**config.mk**
```make
export PLATFORM = sky130hd
export DESIGN_NAME = fxp_op_sequencer
export DESIGN_NICKNAME = d
export VERILOG_FILES = /design/src/rtl/fxp_op_sequencer.sv
export SDC_FILE = /design/constraint.sdc
export NUM_CORES = 1
export LEC_CHECK = 0
export ABC_AREA = 1
export CAP_MARGIN = 20
export CELL_PAD_IN_SITES_DETAIL_PLACEMENT = 1
export CELL_PAD_IN_SITES_GLOBAL_PLACEMENT = 1
export CORE_ASPECT_RATIO = 1.1
export CORE_MARGIN = 5
export CORE_UTILIZATION = 28
export CTS_CLUSTER_SIZE = 24
export DETAILED_ROUTE_END_ITERATION = 7
export PLACE_DENSITY = 0.79
export RECOVER_POWER = 25
export SYNTH_ARGS = -nofsm -noshare
export SYNTH_HDL_FRONTEND = slang
export SYNTH_SLANG_ARGS = --single-unit
```
**constraint.sdc**
```tcl
create_clock -name FXP_SEQ_CLOCK_50 -period 2.1 [get_ports FXP_SEQ_CLOCK_50]
set_input_delay 0.42 -clock FXP_SEQ_CLOCK_50 [delete_from_list [all_inputs] [get_ports FXP_SEQ_CLOCK_50]]
set_output_delay 0.42 -clock FXP_SEQ_CLOCK_50 [all_outputs]
set_load 0.01 [all_outputs]
```
**src/rtl/fxp_op_sequencer.sv**
```systemverilog
// -----------------------------------------------------------------------------
// fxp_op_sequencer
//
// Front-end sequencer for the fixed-point arithmetic units. It takes one
// operation request (opcode, A, B) over a valid/ready handshake and registers
// the operands onto the shared unit operand buses.
//   - Add: the adder is combinational, so its result is captured one cycle
//     after the accept.
//   - Multiply/divide: the sequencer waits for the target unit to be idle,
//     pulses its start for one cycle, waits for the unit to go busy and then
//     waits for it to report complete again. The whole exchange is guarded by
//     a cycle timeout.
//   - A divide whose divisor magnitude is zero is answered directly with a
//     saturated result and never reaches the divider.
// The result and a status word are returned over a second valid/ready
// handshake.
//
// Ports
//   FXP_SEQ_CLOCK_50            system clock
//   FXP_SEQ_Reset_InLow         asynchronous reset, active low
//   FXP_SEQ_ReqValid_InHigh     request valid
//   FXP_SEQ_ReqReady_Out        request ready (high only in IDLE)
//   FXP_SEQ_Opcode_BusIn        00 add, 01 mult, 10 div, 11 illegal
//   FXP_SEQ_Aop_BusIn/Bop_BusIn request operands (sign-magnitude)
//   FXP_SEQ_UnitA/UnitB_BusOut  registered operands to adder/mult/div
//   FXP_SEQ_Mult/Div_Start_Out  one-cycle start pulses
//   FXP_SEQ_Mult/Div_Comp_In    unit complete (high = idle/done)
//   FXP_SEQ_Mult/Div_Over_In    unit overflow flag
//   FXP_SEQ_*_Result_BusIn      unit results
//   FXP_SEQ_Result_BusOut       response result
//   FXP_SEQ_Status_BusOut       [0] overflow [1] div-by-zero [2] timeout
//                               [3] illegal opcode
//   FXP_SEQ_RspValid_Out        response valid
//   FXP_SEQ_RspReady_InHigh     response consumer ready
// -----------------------------------------------------------------------------
module fxp_op_sequencer #(
  parameter int DATAWIDTH_N    = 32,
  parameter int FRACTIONAL_Q   = 15,
  parameter int TIMEOUT_CYCLES = 127
) (
  input  logic                   FXP_SEQ_CLOCK_50,
  input  logic                   FXP_SEQ_Reset_InLow,
  input  logic                   FXP_SEQ_ReqValid_InHigh,
  output logic                   FXP_SEQ_ReqReady_Out,
  input  logic [1:0]             FXP_SEQ_Opcode_BusIn,
  input  logic [DATAWIDTH_N-1:0] FXP_SEQ_Aop_BusIn,
  input  logic [DATAWIDTH_N-1:0] FXP_SEQ_Bop_BusIn,
  output logic [DATAWIDTH_N-1:0] FXP_SEQ_UnitA_BusOut,
  output logic [DATAWIDTH_N-1:0] FXP_SEQ_UnitB_BusOut,
  output logic                   FXP_SEQ_Mult_Start_Out,
  output logic                   FXP_SEQ_Div_Start_Out,
  input  logic                   FXP_SEQ_Mult_Comp_In,
  input  logic                   FXP_SEQ_Div_Comp_In,
  input  logic                   FXP_SEQ_Mult_Over_In,
  input  logic                   FXP_SEQ_Div_Over_In,
  input  logic [DATAWIDTH_N-1:0] FXP_SEQ_Add_Result_BusIn,
  input  logic [DATAWIDTH_N-1:0] FXP_SEQ_Mult_Result_BusIn,
  input  logic [DATAWIDTH_N-1:0] FXP_SEQ_Div_Result_BusIn,
  output logic [DATAWIDTH_N-1:0] FXP_SEQ_Result_BusOut,
  output logic [3:0]             FXP_SEQ_Status_BusOut,
  output logic                   FXP_SEQ_RspValid_Out,
  input  logic                   FXP_SEQ_RspReady_InHigh
);

  localparam int CNT_W = (TIMEOUT_CYCLES < 2) ? 1 : $clog2(TIMEOUT_CYCLES + 1);

  localparam logic [1:0] OP_ADD  = 2'b00;
  localparam logic [1:0] OP_MULT = 2'b01;
  localparam logic [1:0] OP_DIV  = 2'b10;

  localparam logic [3:0] ST_DIV_ZERO = 4'b0010;
  localparam logic [3:0] ST_TIMEOUT  = 4'b0100;
  localparam logic [3:0] ST_ILLEGAL  = 4'b1000;

  // The sequencer never interprets the fraction, but a Q that does not fit in
  // the magnitude field means the surrounding units are misconfigured.
  if (FRACTIONAL_Q < 0 || FRACTIONAL_Q > DATAWIDTH_N - 1) begin : g_bad_fractional_q
    $error("fxp_op_sequencer: FRACTIONAL_Q does not fit the magnitude field");
  end

  typedef enum logic [2:0] {
    IDLE,
    ADD_CAP,
    ISSUE,
    WAIT_ACK,
    WAIT_DONE,
    RESP
  } state_t;

  state_t                 state;
  state_t                 state_next;
  logic [1:0]             op;
  logic [CNT_W-1:0]       cnt;
  logic [DATAWIDTH_N-1:0] unit_a;
  logic [DATAWIDTH_N-1:0] unit_b;
  logic [DATAWIDTH_N-1:0] result;
  logic [3:0]             status;

  logic                   accept;
  logic                   div_zero;
  logic                   is_div;
  logic                   tgt_comp;
  logic                   tgt_over;
  logic [DATAWIDTH_N-1:0] tgt_result;
  logic                   in_unit_wait;
  logic                   timed_out;

  // Only IDLE offers ReqReady, so a valid request in IDLE is an accept.
  assign accept   = (state == IDLE) && FXP_SEQ_ReqValid_InHigh;
  // Sign-magnitude: +0 and -0 both count as a zero divisor.
  assign div_zero = (FXP_SEQ_Bop_BusIn[DATAWIDTH_N-2:0] == '0);

  // Only multiply and divide reach the unit states, so the latched opcode
  // alone selects which unit's handshake is observed.
  assign is_div     = (op == OP_DIV);
  assign tgt_comp   = is_div ? FXP_SEQ_Div_Comp_In       : FXP_SEQ_Mult_Comp_In;
  assign tgt_over   = is_div ? FXP_SEQ_Div_Over_In       : FXP_SEQ_Mult_Over_In;
  assign tgt_result = is_div ? FXP_SEQ_Div_Result_BusIn  : FXP_SEQ_Mult_Result_BusIn;

  assign in_unit_wait = (state == ISSUE) || (state == WAIT_ACK) || (state == WAIT_DONE);
  assign timed_out    = in_unit_wait && (cnt == CNT_W'(TIMEOUT_CYCLES));

  assign FXP_SEQ_UnitA_BusOut  = unit_a;
  assign FXP_SEQ_UnitB_BusOut  = unit_b;
  assign FXP_SEQ_Result_BusOut = result;
  assign FXP_SEQ_Status_BusOut = status;

  // State register.
  always_ff @(posedge FXP_SEQ_CLOCK_50 or negedge FXP_SEQ_Reset_InLow) begin
    if (!FXP_SEQ_Reset_InLow) begin
      state <= IDLE;
    end else begin
      state <= state_next;
    end
  end

  // Next-state logic. A timeout wins over any unit handshake seen in the same
  // cycle.
  always_comb begin
    state_next = state;
    case (state)
      IDLE: begin
        if (FXP_SEQ_ReqValid_InHigh) begin
          case (FXP_SEQ_Opcode_BusIn)
            OP_ADD:  state_next = ADD_CAP;
            OP_MULT: state_next = ISSUE;
            OP_DIV:  state_next = div_zero ? RESP : ISSUE;
            default: state_next = RESP;
          endcase
        end
      end
      ADD_CAP: state_next = RESP;
      ISSUE: begin
        if (timed_out)     state_next = RESP;
        else if (tgt_comp) state_next = WAIT_ACK;
      end
      WAIT_ACK: begin
        if (timed_out)      state_next = RESP;
        else if (!tgt_comp) state_next = WAIT_DONE;
      end
      WAIT_DONE: begin
        if (timed_out)     state_next = RESP;
        else if (tgt_comp) state_next = RESP;
      end
      RESP: begin
        if (FXP_SEQ_RspReady_InHigh) state_next = IDLE;
      end
      default: state_next = IDLE;
    endcase
  end

  // Handshake outputs. The start pulse is issued only in the ISSUE cycle where
  // the unit reports idle; ISSUE is left on that same edge, so it lasts
  // exactly one cycle.
  always_comb begin
    FXP_SEQ_ReqReady_Out   = 1'b0;
    FXP_SEQ_RspValid_Out   = 1'b0;
    FXP_SEQ_Mult_Start_Out = 1'b0;
    FXP_SEQ_Div_Start_Out  = 1'b0;
    case (state)
      IDLE: FXP_SEQ_ReqReady_Out = 1'b1;
      ISSUE: begin
        if (!timed_out && tgt_comp) begin
          if (is_div) FXP_SEQ_Div_Start_Out  = 1'b1;
          else        FXP_SEQ_Mult_Start_Out = 1'b1;
        end
      end
      RESP: FXP_SEQ_RspValid_Out = 1'b1;
      default: ;
    endcase
  end

  // Datapath: operand latch, timeout counter, result and status. Responses
  // decided at accept time (illegal opcode, zero divisor) are written here
  // directly so RESP can present them on the following cycle. Result and
  // status are otherwise untouched, which keeps them stable while RESP waits
  // for the consumer.
  always_ff @(posedge FXP_SEQ_CLOCK_50 or negedge FXP_SEQ_Reset_InLow) begin
    if (!FXP_SEQ_Reset_InLow) begin
      unit_a <= '0;
      unit_b <= '0;
      op     <= OP_ADD;
      cnt    <= '0;
      result <= '0;
      status <= '0;
    end else begin
      if (accept) begin
        unit_a <= FXP_SEQ_Aop_BusIn;
        unit_b <= FXP_SEQ_Bop_BusIn;
        op     <= FXP_SEQ_Opcode_BusIn;
        cnt    <= '0;
        if (FXP_SEQ_Opcode_BusIn == 2'b11) begin
          result <= '0;
          status <= ST_ILLEGAL;
        end else if (FXP_SEQ_Opcode_BusIn == OP_DIV && div_zero) begin
          result <= {FXP_SEQ_Aop_BusIn[DATAWIDTH_N-1], {(DATAWIDTH_N-1){1'b1}}};
          status <= ST_DIV_ZERO;
        end
      end else if (in_unit_wait) begin
        cnt <= cnt + CNT_W'(1);
        if (timed_out) begin
          result <= '0;
          status <= ST_TIMEOUT;
        end else if (state == WAIT_DONE && tgt_comp) begin
          result <= tgt_result;
          status <= {3'b000, tgt_over};
        end
      end else if (state == ADD_CAP) begin
        result <= FXP_SEQ_Add_Result_BusIn;
        status <= '0;
      end
    end
  end

endmodule
```
==> summary.txt <==
Status
  – Status: finished, violations left
  – Failing checks: max-capacitance violations, max-slew violations

Placement
  – Place WS: -202 ps
  – Port buffer count: ~270
  – Final HPWL DP: 15,800 um
  – Placer Congestion: about 0.82

Drt
  – Wirelength per Cell: around 17 um
  – Via count: about 5,700
  – Antenna Nets Post-Route: 0
  – DRC Markers: 0
  – Vias per cell: between 4 and 5
  – Overall routed net length: 21,100 um
  – DR iter-0 viols: 170
  – First-pass DRT Iterations: 4

Timing
  – RSZ-0062 raised after global routing: false
  – Fmax: slightly above 0.5 GHz
  – Hold Fails Final Rpt: 0
  – Worst Skew: ~9 ps
  – Worst setup margin: between 100 and 150 ps
  – Post-route minimum period: 1950 ps
  – Max Slew Vio Count: 113
  – Crit share post-route: 0.930
  – TNS Setup: 0 ps
  – Worst Max-Slew Pin Slew: ~1600 ps
  – Slew margin rel.: -0.0831
  – Final setup viols: 0

Global route
  – Grt met1 use: 0.232
  – Initial antenna violation count: 0
  – All-layer global routing usage: 0.184
  – Number of global-route vias before repair: 6,238
  – Busiest grt layer: met2
  – Global-route wire length before repair: between 30,000 and 40,000 um
  – Gr ovfl total: 0
  – Met3 Use GR: 0.0635
  – Met2 Use GR: 0.306
  – Largest net degree at the start of global routing: around 110

Worst setup path
  – Max FO, Critical Path: 3
  – CP Capture Type: primary output
  – Crit-path cells: ha_2, nand2_1, inv_1, nand4_1, nand2_2, nor3_2, buf_2
  – Slowest cell on the critical path: dfrtp_1
  – CP top delay family: flip-flops
  – Req. time, crit path: roughly 1700 ps
  – Sum of buffers and inverters on the critical path: 2
  – FF-to-FF Start: state[2]
  – Worst R2R End: FXP_SEQ_Result_BusOut[19]
  – Setup crit start kind: register
  – R2R Setup Slk: about 220 ps
  – R2R depth: 11
  – Crit Path Category: register to primary output
  – Crit path arrival time: between 1500 and 2000 ps
  – Max stage delay on crit path: just under 400 ps

Power
  – Combinational fraction of design power: 0.586
  – Internal power: about 7700 uW
  – Reported net switching power: between 5000 and 6000 uW
  – Worst VDD drop: around 0.61 mV
  – PwrDens: 1460 nW/um2
  – Switching share of power: 0.421
  – Clock power share: 0.132
  – Lkg Pwr: about 0.0044 uW
  – Reg power frac: 0.282
  – Pwr Total: 13,200 uW

Floorplan
  – # IOs: around 270
  – Row count: 54
  – Starting density of the core: 0.284
  – Die area: around 23,000 um2
  – DIE WIDTH: 145 um
  – Core area: 19,800 um2
  – Die height: ~160 um

Logic synthesis
  – Area fraction of the dominant cell type after synthesis: 0.499
  – Cell variety after synth: 29
  – Cell with the most instances after synthesis: nand2_1
  – Synth warn: 0
  – Register area share after synthesis: 0.499
  – Ys async rst share: 1.00
  – Post-Synthesis Cells: 720
  – Leading area contributor after synthesis: dfrtp_1
  – Primary FF master, synth: dfrtp_1
  – Post-Syn Area: between 5000 and 6000 um2
  – Post-Syn Nets: approximately 890
  – FF+latch count, synth: around 110
  – Synth top area cells: dfrtp_1, nand2_1, mux2_2
  – EDFF count, synth: 0
  – Synthesized area per cell: 7.80 um2
  – Synth cell count leaders: nand2_1, dfrtp_1, nand3_1

Clock network
  – Bufs on Longest Clock Path: 2
  – # clock sinks: roughly 110
  – Clk_lat worst skew: between 300 and 400 ps
  – H-tree depth: 3
  – CTS buffer count: 9
  – CTS root buf: clkbuf_16
  – Hold buffers post-CTS: 0
  – CTS tree: yes
  – Reg clk slew, reported paths: roughly 80 ps

Min path
  – Min-delay worst type: register to register
  – Worst hold stages: 2
  – Hold endpoint: FXP_SEQ_UnitB_BusOut[29]
  – HP Start: FXP_SEQ_UnitB_BusOut[29]

Final layout
  – Share of cells above drive strength 1: 0.108
  – P&R area growth vs syn: 61.8%
  – Layout Nets: roughly 1,200
  – Filler instances: around 2,400
  – Diodes inserted: 0

Job
  – Maximum Capacitance Violations: 1
-- registers in the layout, summed over array words and instances, names as in the netlist --
| register | cells |
|---|---|
| FXP_SEQ_Result_BusOut | 32 |
| FXP_SEQ_Status_BusOut | 4 |
| FXP_SEQ_UnitA_BusOut | 32 |
| FXP_SEQ_UnitB_BusOut | 32 |
| cnt | 7 |
| op | 2 |
| state | 3 |
-- kinds of logic (layout without fill, tap and decap cells) --
family / count (synthesis) / count (layout) / synth area share
simple gates: 488 / 488 / 0.362
mux: 30 / 30 / 0.0601
flops: 112 / 112 / 0.499
fa+ha+maj: 1 / 1 / 0.00223
compound gates: 29 / 29 / 0.0269
buf+inv: 60 / 341 / 0.0497
-- power groups by stage --
stage | registers, uW | clock network, uW | logic (uW)
2_1_floorplan | 4140 | 0 | 3670
3_3_place_gp | 3730 | 0 | 7680
3_5_place_dp | 3770 | 0 | 7900
4_1_cts | 3750 | 1820 | 7920
5_1_grt | 3860 | 1900 | 8610
6_report | 3730 | 1750 | 7750
-- layer usage --
| metal | vias to the layer above | wire, um |
|---|---|---|
| met1 | 2687 | 9050 |
| met2 | 209 | 10100 |
| li1 | 2811 | - |
| met4 | 0 | 211 |
| met3 | 13 | 1780 |
| met5 | - | 0 |
-- worst reg2reg max path, cell delays in order, from the launching register on --
cell,delay (ps)
dfrtp_1,390
buf_4,150
inv_1,100
nand3_1,160
nand2_4,210
nand2_2,130
inv_1,120
buf_12,190
nand2_1,80
nand3_1,140
nand3_2,80
nand2_1,60
-- stage by stage --
step | util | instance area (um2) | hold slack (ps) | instances
6_report | 0.459 | 9090 | 480 | 1253
5_1_grt | 0.459 | 9090 | 502 | 1253
4_1_cts | 0.459 | 9090 | 178 | 1252
3_3_place_gp | 0.444 | 8800 | 461 | 1236
3_5_place_dp | 0.444 | 8800 | 464 | 1236
2_1_floorplan | - | 5620 | 124 | 720
-- worst max-delay path by stage --
stage                                 to  slack (ps)  cells after the start                  start
3_3_place_gp   FXP_SEQ_Result_BusOut[28]        -190                     12  FXP_SEQ_Bop_BusIn[24]
5_1_grt            FXP_SEQ_Div_Start_Out          10                      7                 cnt[0]
2_1_floorplan  FXP_SEQ_Result_BusOut[18]         460                     12               state[0]
4_1_cts           FXP_SEQ_Mult_Start_Out           4                      7                 cnt[0]
6_report           FXP_SEQ_Div_Start_Out         150                      7                 cnt[0]
3_5_place_dp   FXP_SEQ_Result_BusOut[14]        -200                     12  FXP_SEQ_Bop_BusIn[24]
-- what timing repair did --
item,CTS,global route
buffers inserted,0,1
endpoints found under the setup margin,3,21
resized for setup,8,5
pin swaps,1,1
-- area by class of cell --
cell class | count | area, um2 | area share
clock buffer | 10 | 239 | 0.0263
clock inverter | 6 | 56.3 | 0.00619
inverter | 24 | 95.1 | 0.0105
multi-input combinational | 548 | 2550 | 0.281
sequential | 112 | 2800 | 0.308
tap | 252 | 315 | 0.0347
timing repair buffer | 301 | 3030 | 0.334
-- layout by cell type, fill, tap and decap left out, types with 2 or more instances in the layout --
master	n
nand2_1	373
clkdlybuf4s50_1	268
dfrtp_1	112
nand3_1	57
nor2_1	30
mux2_2	30
buf_4	19
inv_1	17
nand3_2	11
a21oi_1	11
clkbuf_16	9
o21ai_0	8
buf_12	8
o21ai_1	7
nand2_2	6
inv_2	5
nand2_4	3
inv_6	3
inv_4	2
nor3_1	2
inv_8	2
clkbuf_4	2
(Power assumes the default switching activity.)
